==> config.mk <==
export PLATFORM = sky130hd
export DESIGN_NAME = fb_pixel_writer
export DESIGN_NICKNAME = d
export VERILOG_FILES = /design/src/rtl/fb_pixel_writer.sv
export SDC_FILE = /design/constraint.sdc
export NUM_CORES = 1
export LEC_CHECK = 0
export ABC_AREA = 1
export CAP_MARGIN = 20
export CELL_PAD_IN_SITES_DETAIL_PLACEMENT = 1
export CELL_PAD_IN_SITES_GLOBAL_PLACEMENT = 2
export CORE_ASPECT_RATIO = 0.7
export CORE_MARGIN = 1.5
export CORE_UTILIZATION = 39
export CTS_CLUSTER_SIZE = 30
export DETAILED_ROUTE_END_ITERATION = 10
export PLACE_DENSITY_LB_ADDON = 0.1
export SLEW_MARGIN = 20
export SYNTH_ARGS = -nofsm -noshare
export SYNTH_HDL_FRONTEND = slang
export SYNTH_SLANG_ARGS = --single-unit
==> constraint.sdc <==
create_clock -name clk -period 5.6 [get_ports clk]
set_input_delay 0.84 -clock clk [delete_from_list [all_inputs] [get_ports clk]]
set_output_delay 0.84 -clock clk [all_outputs]
set_load 0.02 [all_outputs]
==> src/rtl/fb_pixel_writer.sv <==
// fb_pixel_writer
//   Consumer end of the render pixel interface. Takes the renderer's pixel
//   stream (drawing, x, y, cidx), clips off-screen pixels, turns surviving
//   pixels into linear framebuffer addresses and queues them in a small FIFO
//   that feeds the framebuffer write port. The renderer is throttled through
//   oe, and done pulses once every pixel of a shape has been committed after
//   the renderer signals end of stream.
//
//   Handshakes:
//     renderer side : a pixel is taken in every cycle with drawing=1; the
//                     renderer only asserts drawing while oe=1. oe depends on
//                     registered state (and rst) only, never on drawing.
//     memory side   : fb_we is the valid, fb_ready the ready; a write
//                     transfers when fb_we & fb_ready. While fb_ready=0 the
//                     request (fb_we, fb_addr, fb_din) holds stable.
//
//   Pipeline: S1 registers the pixel and evaluates clipping, S2 forms the
//   address and pushes unclipped pixels into the FIFO, the FIFO head drives
//   the write port. A pixel drawn in cycle N appears on the port in N+3.
//
//   Ports:
//     clk, rst            clock, synchronous active-high reset
//     drawing, x, y, cidx renderer pixel stream (x/y signed)
//     end_in              renderer done; its rising edge ends the stream
//     oe                  writer can take a pixel this cycle
//     fb_we/addr/din      framebuffer write request
//     fb_ready            framebuffer accepts the write this cycle
//     busy                pixels in flight or end-of-stream pending
//     done                one-cycle pulse: all pixels of the stream written
//     clip_count          (FB_CLIP_STATS_EN only) clipped pixels this shape
//
//   Build option: define FB_CLIP_STATS_EN to add the clip_count output and
//   its saturating counter. Without it the port and logic are absent.

module fb_pixel_writer #(
    parameter int CORDW      = 16,
    parameter int CIDXW      = 4,
    parameter int FB_WIDTH   = 320,
    parameter int FB_HEIGHT  = 180,
    parameter int FB_ADDRW   = 16,
    parameter int FIFO_DEPTH = 4
) (
    input  logic                    clk,
    input  logic                    rst,
    input  logic                    drawing,
    input  logic signed [CORDW-1:0] x,
    input  logic signed [CORDW-1:0] y,
    input  logic [CIDXW-1:0]        cidx,
    input  logic                    end_in,
    output logic                    oe,
    output logic                    fb_we,
    output logic [FB_ADDRW-1:0]     fb_addr,
    output logic [CIDXW-1:0]        fb_din,
    input  logic                    fb_ready,
    output logic                    busy,
    output logic                    done
`ifdef FB_CLIP_STATS_EN
    ,
    output logic [15:0]             clip_count
`endif
);

    localparam int PTRW = $clog2(FIFO_DEPTH);
    localparam int CNTW = PTRW + 1;
    // Occupancy is FIFO count plus two pipeline stages.
    localparam int OCCW = $clog2(FIFO_DEPTH + 3);

    localparam logic signed [CORDW-1:0] X_LIM = CORDW'(FB_WIDTH);
    localparam logic signed [CORDW-1:0] Y_LIM = CORDW'(FB_HEIGHT);

    typedef enum logic [1:0] {
        ST_IDLE = 2'd0,
        ST_PEND = 2'd1,
        ST_DONE = 2'd2
    } end_state_t;

    // ---------------------------------------------------------------
    // Pipeline registers
    // ---------------------------------------------------------------
    logic                    s1_valid_q;
    logic signed [CORDW-1:0] s1_x_q;
    logic signed [CORDW-1:0] s1_y_q;
    logic [CIDXW-1:0]        s1_cidx_q;
    logic                    s1_clip;

    logic                    s2_valid_q;
    logic                    s2_clip_q;
    logic signed [CORDW-1:0] s2_x_q;
    logic signed [CORDW-1:0] s2_y_q;
    logic [CIDXW-1:0]        s2_cidx_q;
    logic [FB_ADDRW-1:0]     s2_addr;

    // ---------------------------------------------------------------
    // FIFO state
    // ---------------------------------------------------------------
    logic [FB_ADDRW-1:0] mem_addr_q [FIFO_DEPTH];
    logic [CIDXW-1:0]    mem_din_q  [FIFO_DEPTH];
    logic [PTRW-1:0]     wr_ptr_q;
    logic [PTRW-1:0]     rd_ptr_q;
    logic [CNTW-1:0]     count_q;
    logic [CNTW-1:0]     count_d;

    logic                accept;
    logic                push;
    logic                pop;
    logic [OCCW-1:0]     occ;
    logic [OCCW-1:0]     occ_d;

    end_state_t          state_q;
    end_state_t          state_d;
    logic                end_in_q;
    logic                end_edge;

    // ---------------------------------------------------------------
    // Flow control
    // ---------------------------------------------------------------
    // Every accepted pixel holds one slot from acceptance until it is
    // written or dropped, so limiting occ to FIFO_DEPTH guarantees the
    // FIFO can never overflow even though clipping happens downstream.
    assign occ    = OCCW'(count_q) + OCCW'(s1_valid_q) + OCCW'(s2_valid_q);
    assign oe     = !rst && (occ < OCCW'(FIFO_DEPTH));
    assign accept = drawing & oe;

    // ---------------------------------------------------------------
    // S1: register pixel; S1 comb: clip test
    // ---------------------------------------------------------------
    assign s1_clip = s1_x_q[CORDW-1] | s1_y_q[CORDW-1] |
                     (s1_x_q >= X_LIM) | (s1_y_q >= Y_LIM);

    // Product is taken modulo 2**FB_ADDRW; operands are truncated first,
    // which gives the same low bits as truncating the full product.
    assign s2_addr = FB_ADDRW'($unsigned(s2_y_q)) * FB_ADDRW'(FB_WIDTH) +
                     FB_ADDRW'($unsigned(s2_x_q));

    always_ff @(posedge clk) begin
        if (rst) begin
            s1_valid_q <= 1'b0;
            s1_x_q     <= '0;
            s1_y_q     <= '0;
            s1_cidx_q  <= '0;
            s2_valid_q <= 1'b0;
            s2_clip_q  <= 1'b0;
            s2_x_q     <= '0;
            s2_y_q     <= '0;
            s2_cidx_q  <= '0;
        end else begin
            s1_valid_q <= accept;
            if (accept) begin
                s1_x_q    <= x;
                s1_y_q    <= y;
                s1_cidx_q <= cidx;
            end
            s2_valid_q <= s1_valid_q;
            if (s1_valid_q) begin
                s2_clip_q <= s1_clip;
                s2_x_q    <= s1_x_q;
                s2_y_q    <= s1_y_q;
                s2_cidx_q <= s1_cidx_q;
            end
        end
    end

    // ---------------------------------------------------------------
    // Write FIFO
    // ---------------------------------------------------------------
    assign push    = s2_valid_q & ~s2_clip_q;
    assign fb_we   = !rst && (count_q != '0);
    assign pop     = fb_we & fb_ready;
    assign fb_addr = mem_addr_q[rd_ptr_q];
    assign fb_din  = mem_din_q[rd_ptr_q];
    assign count_d = count_q + CNTW'(push) - CNTW'(pop);

    always_ff @(posedge clk) begin
        if (rst) begin
            wr_ptr_q <= '0;
            rd_ptr_q <= '0;
            count_q  <= '0;
            for (int i = 0; i < FIFO_DEPTH; i++) begin
                mem_addr_q[i] <= '0;
                mem_din_q[i]  <= '0;
            end
        end else begin
            if (push) begin
                mem_addr_q[wr_ptr_q] <= s2_addr;
                mem_din_q[wr_ptr_q]  <= s2_cidx_q;
                wr_ptr_q             <= wr_ptr_q + PTRW'(1);
            end
            if (pop) begin
                rd_ptr_q <= rd_ptr_q + PTRW'(1);
            end
            count_q <= count_d;
        end
    end

    // ---------------------------------------------------------------
    // End-of-stream tracking
    // ---------------------------------------------------------------
    // occ_d is the occupancy the next cycle will see. Testing it instead of
    // occ lets done rise in the cycle right after the final write transfer.
    assign occ_d    = OCCW'(count_d) + OCCW'(accept) + OCCW'(s1_valid_q);
    assign end_edge = end_in & ~end_in_q;

    always_ff @(posedge clk) begin
        if (rst) begin
            state_q  <= ST_IDLE;
            end_in_q <= 1'b0;
        end else begin
            state_q  <= state_d;
            end_in_q <= end_in;
        end
    end

    always_comb begin
        state_d = state_q;
        case (state_q)
            ST_IDLE: begin
                if (end_edge) state_d = ST_PEND;
            end
            ST_PEND: begin
                if (occ_d == '0) state_d = ST_DONE;
            end
            ST_DONE: begin
                state_d = end_edge ? ST_PEND : ST_IDLE;
            end
            default: state_d = ST_IDLE;
        endcase
    end

    assign done = (state_q == ST_DONE);
    assign busy = (occ != '0) | (state_q == ST_PEND);

`ifdef FB_CLIP_STATS_EN
    // ---------------------------------------------------------------
    // Clip statistics: per-shape count of dropped pixels
    // ---------------------------------------------------------------
    logic [15:0] clip_count_q;

    always_ff @(posedge clk) begin
        if (rst || done) begin
            clip_count_q <= '0;
        end else if (s2_valid_q && s2_clip_q && (clip_count_q != 16'hFFFF)) begin
            clip_count_q <= clip_count_q + 16'd1;
        end
    end

    assign clip_count = clip_count_q;
`endif

endmodule

==> results.env <==
TIGHTESTPINTRANSITION_NS=0.9774
SYNTH_CELL_TYPE_COUNT=35
FIRST_GLOBAL_VIAS=5946
POWER.STATIC_LEAKAGE_nW=3.498
CLOCK_INSERTION_DELAY_WORST_SKEW_NS=0.42
P_SW_SHARE_PCT=30.18
CRITICAL_PATH_FANOUT_MAX=48
SYNTH-SIMPLE-AREA-SHARE_PCT=16.42
TRITONCTS='done'
DIE_HEIGHT_UM=117.8
CTS.REPORTEDPATHS.CLKPINSLEW_NS=0.06
CTS_BUFFERS=17
TOTALNEGATIVESETUPSLACK_NS=0
POST_SYNTH.CELL_AREA_AVG_UM2=8.993
WORST_PATH_LARGEST_CELL_DELAY_NS=0.50
IR_DROP_mV=0.1948
REPORT.FINAL.HOLD_VIOL_COUNT=0
TRITONCTS_NUM_SINKS=161
FINAL_ANTENNA_NET_COUNT=0
HPWL_UM=13190
MAX-SLEW-MARGIN-REL_PCT=34.77
INSTANCES_NO_FILL=1114
PLACED_CELLS=1081
POWER.SEQUENTIAL.FRACTION_PCT=40.8
GRT_FIRST_PASS_WIRELENGTH_UM=31550
CPMOSTUSEDCELL='sky130_fd_sc_hd__inv_1'
TOTAL_WIRE_LENGTH_AFTER_DETAILED_ROUTING_UM=19220
POSTSYNTHNETCOUNT=889
DRT-PASS1-ITER-COUNT=5
DR.FIRST_ITER.DRC_COUNT=394
GRT_OVERFLOW_TOTAL=0
INTERNAL_POWER_mW=2.429
GLOBALPLACE.CONGESTION=0.7684
NUM_ROWS=41
SYNTH-SEQ-AREA-SHARE_PCT=54.77
PORTION_OF_NETLIST_AREA_OCCUPIED_BY_MUX_CELLS_PCT=0
AVGVIACOUNTPERCELL=5.064
WORST-ENDPOINT-REQUIRED_NS=5.88
PORT_BUFFERS=64
FINAL_CELL_AREA_UM2=8778
CRIT_PATH_TOP_DELAY_CELL='sky130_fd_sc_hd__fa_1'
POST-ROUTE-UTIL_PCT=48.20
SYNTHCELLS=817
DIE_WIDTH_UM=167.1
DESIGN.DIE.AREA_UM2=19680
SYNTH-WARNING-COUNT=0
CTS-ROOT-BUF='sky130_fd_sc_hd__clkbuf_16'
KIND_OF_END_POINT_OF_THE_CRITICAL_PATH='flip-flop'
H-TREE-DEPTH=4
FIN_NETS=937
NETSW_mW=1.050
REPORT.FINAL.SLEW_VIOL_COUNT=0
POST-CTS-SETUP-BUFFER-COUNT=0
LAYOUT-DRIVE-GT1-SHARE_PCT=6.834
FINALSETUPVIOLCOUNT=0
DRC=0
EFFECTIVE_UTILIZATION_AT_FLOORPLAN_PCT=40.34
CP.ARRIVAL_NS=4.49
GLOBAL_ROUTE.USAGE.TOTAL_PCT=20.78
AREA_DELTA_SYNTH_FINAL_PCT=19.48
COMPOUND_GATE_PORTION_OF_THE_SYNTHESIZED_AREA_PCT=13.90
FMAX_MHz=237.6
TOP_FAMILY_BY_DELAY_ON_CRITICAL_PATH='adder cells'
FIN_CRIT_SH_PCT=75.17
CP_NUM_BUF_INV=5
SYNTH_TOP_FAMILY_BY_AREA='simple AND/OR/NAND/NOR gates'
PWR-SHARE-CLK_PCT=36.3
RUN_STATUS='finished, final reports clean'
CRITICAL_PATH.STARTPOINT_TYPE='flip-flop'
PIN_COUNT=65
WL_PER_CELL_UM=17.25
RSZ0062_AT_GRT='false'
CLOCK-SKEW-FINAL_NS=0.008848
DETAILED_PLACE.AREA_UM2=8110
N_ANTENNA_CELL=0
POWER.COMBINATIONAL.FRACTION_PCT=22.9
LARGEST_NET_DEGREE_AT_THE_START_OF_GLOBAL_ROUTING=70
MAX_CAP_VIOLATIONS=0
PERIOD_MINUS_SLACK_NS=4.210
POWER_DENSITY_nW_PER_UM2=396.3
SYNTH-ADDER-AREA-SHARE_PCT=5.790
WORST-SETUP-PATH-TYPE='flip-flop to flip-flop'
ROUTE.VIAS.TOTAL=5641
R2R_SETUP_SLACK_NS=1.39
FLOORPLAN.CORE_AREA_UM2=18210
CP_CELL_SEQUENCE='buf_4 -> inv_1 -> fa_1 -> inv_1 -> ha_1 -> xnor2_2 -> nand2_2 -> nor2_4 -> inv_4 -> fa_1 -> inv_1 -> ha_1 -> nor2_1 -> nand3_1 -> nand2_1 -> o21ai_0'
POST_SYNTH_INSTANCE_AREA_UM2=7347
YOSYS.AREA_SHARE.XOR_XNOR_PCT=1.294
GRT_ANTENNA_BEFORE_REPAIR=0
YS_SEQ_ELEMENTS=161
POSTCTSRESIZEDCELLS=0
CTS-ROOT-TO-SINK-BUFFERS=2
HP-CLASS='flip-flop to flip-flop'
POSTCTSHOLDBUFS=0
==> power by group through the flow <==
stage	Sequential [mW]	Clock, mW	Combinational (mW)
after floorplan	1.41	0	0.547
after CTS	1.42	1.29	0.809
final	1.42	1.26	0.797
after global routing	1.43	1.33	0.907
after detailed placement	1.44	0	0.803
after global placement	1.44	0	0.783
==> worst register-to-register path, delay by kind of cell (launching register included) <==
kind / cells / cell delay (ns)
adders and majority gates: 4 / 1.41
DFF: 1 / 0.32
and+or+nand+nor: 5 / 0.91
buffers and inverters: 5 / 1.24
xor gates and xnor gates: 1 / 0.14
AOI/OAI and AO/OA: 1 / 0.07
==> cell usage after synthesis, drive strengths merged <==
library cell / count / area share (%)
a21oi: 57 / 3.9
a31oi: 2 / 0.17
and2: 1 / 0.085
buf: 13 / 1.3
clkbuf: 26 / 1.3
dfxtp: 81 / 22
edfxtp: 80 / 33
fa: 5 / 1.4
ha: 26 / 4.4
inv: 100 / 5.2
nand2: 94 / 4.9
nand3: 21 / 1.4
nand4: 3 / 0.26
nor2: 153 / 8.9
nor3: 4 / 0.49
nor4: 2 / 0.17
o211ai: 1 / 0.10
o21a: 1 / 0.10
o21ai: 112 / 7.6
o21bai: 3 / 0.31
o22ai: 20 / 1.7
or2: 1 / 0.085
or3: 1 / 0.085
xnor2: 4 / 0.58
xor2: 6 / 0.72
==> final timing paths <==
path,startpoint,to,cells after the start
worst min-delay path,s1_y_q[1],s1_y_q[1],2
worst max register to register,s1_valid_q,state_q[0],16
worst min register to register,s1_y_q[1],s1_y_q[1],2
worst max-delay path,s1_valid_q,state_q[0],16
==> flip-flops by register name, summed over array words and instances (netlist names), named ones only <==
signal      flops
count_q         3
end_in_q        1
mem_addr_q     64
mem_din_q      16
rd_ptr_q        2
s1_cidx_q       4
s1_valid_q      1
s1_x_q         16
s1_y_q         16
s2_cidx_q       4
s2_clip_q       1
s2_valid_q      1
s2_x_q         16
s2_y_q         10
state_q         2
wr_ptr_q        2
==> placed cells by master, fill, tap and decap left out, drive strengths merged <==
cell type and count:
nand2 94, edfxtp 80, o21ai 112, fa 5, and2 1, o21a 1, nor4 2, o22ai 20
clkinv 2, buf 4, clkdlybuf4s50 64, or2 1, xor2 6, dfxtp 81, nor3 4, xnor2 4
nor2 153, clkinvlp 1, nand3 21, bufinv 3, o21bai 3, nand4 3, or3 1, a31oi 2
clkbuf 21, inv 105, a21oi 57, o211ai 1, ha 26
==> final cells by class <==
type	instances	area, um2
clock buffer	21	503.0
timing repair buffer	68	678.2
tap	236	295.3
clock inverter	11	147.6
sequential	161	4024
multi-input combinational	517	2750
inverter	100	380.4
fill	2079	9433
==> per-layer routing <==
layer	vias to the layer above	wire length, um	global-route usage [%]	part of all wire, %
met3	7	779	4.472	4.1
met4	0	104	4.261	0.54
met5	-	0	0	0
met2	95	8689	32.01	45
li1	2796	-	-	-
met1	2743	9648	30.03	50
==> through the flow <==
stage	setup slack, ns	total power, mW	hold slack [ns]
finish	1.390	3.479	0.4623
detailed placement	1.439	2.246	0.4534
CTS	1.371	3.517	0.4664
global placement	1.584	2.223	0.4509
floorplan	2.552	1.961	0.4297
global route	0.9617	3.666	0.4972
==> kinds of logic after synthesis <==
family / count (synthesis)
xor gates and xnor gates: 10
adders and majority gates: 31
AOI/OAI and AO/OA: 196
and+or+nand+nor: 280
buffers and inverters: 139
DFF: 161
No activity file was read; power rests on OpenSTA's default activity.
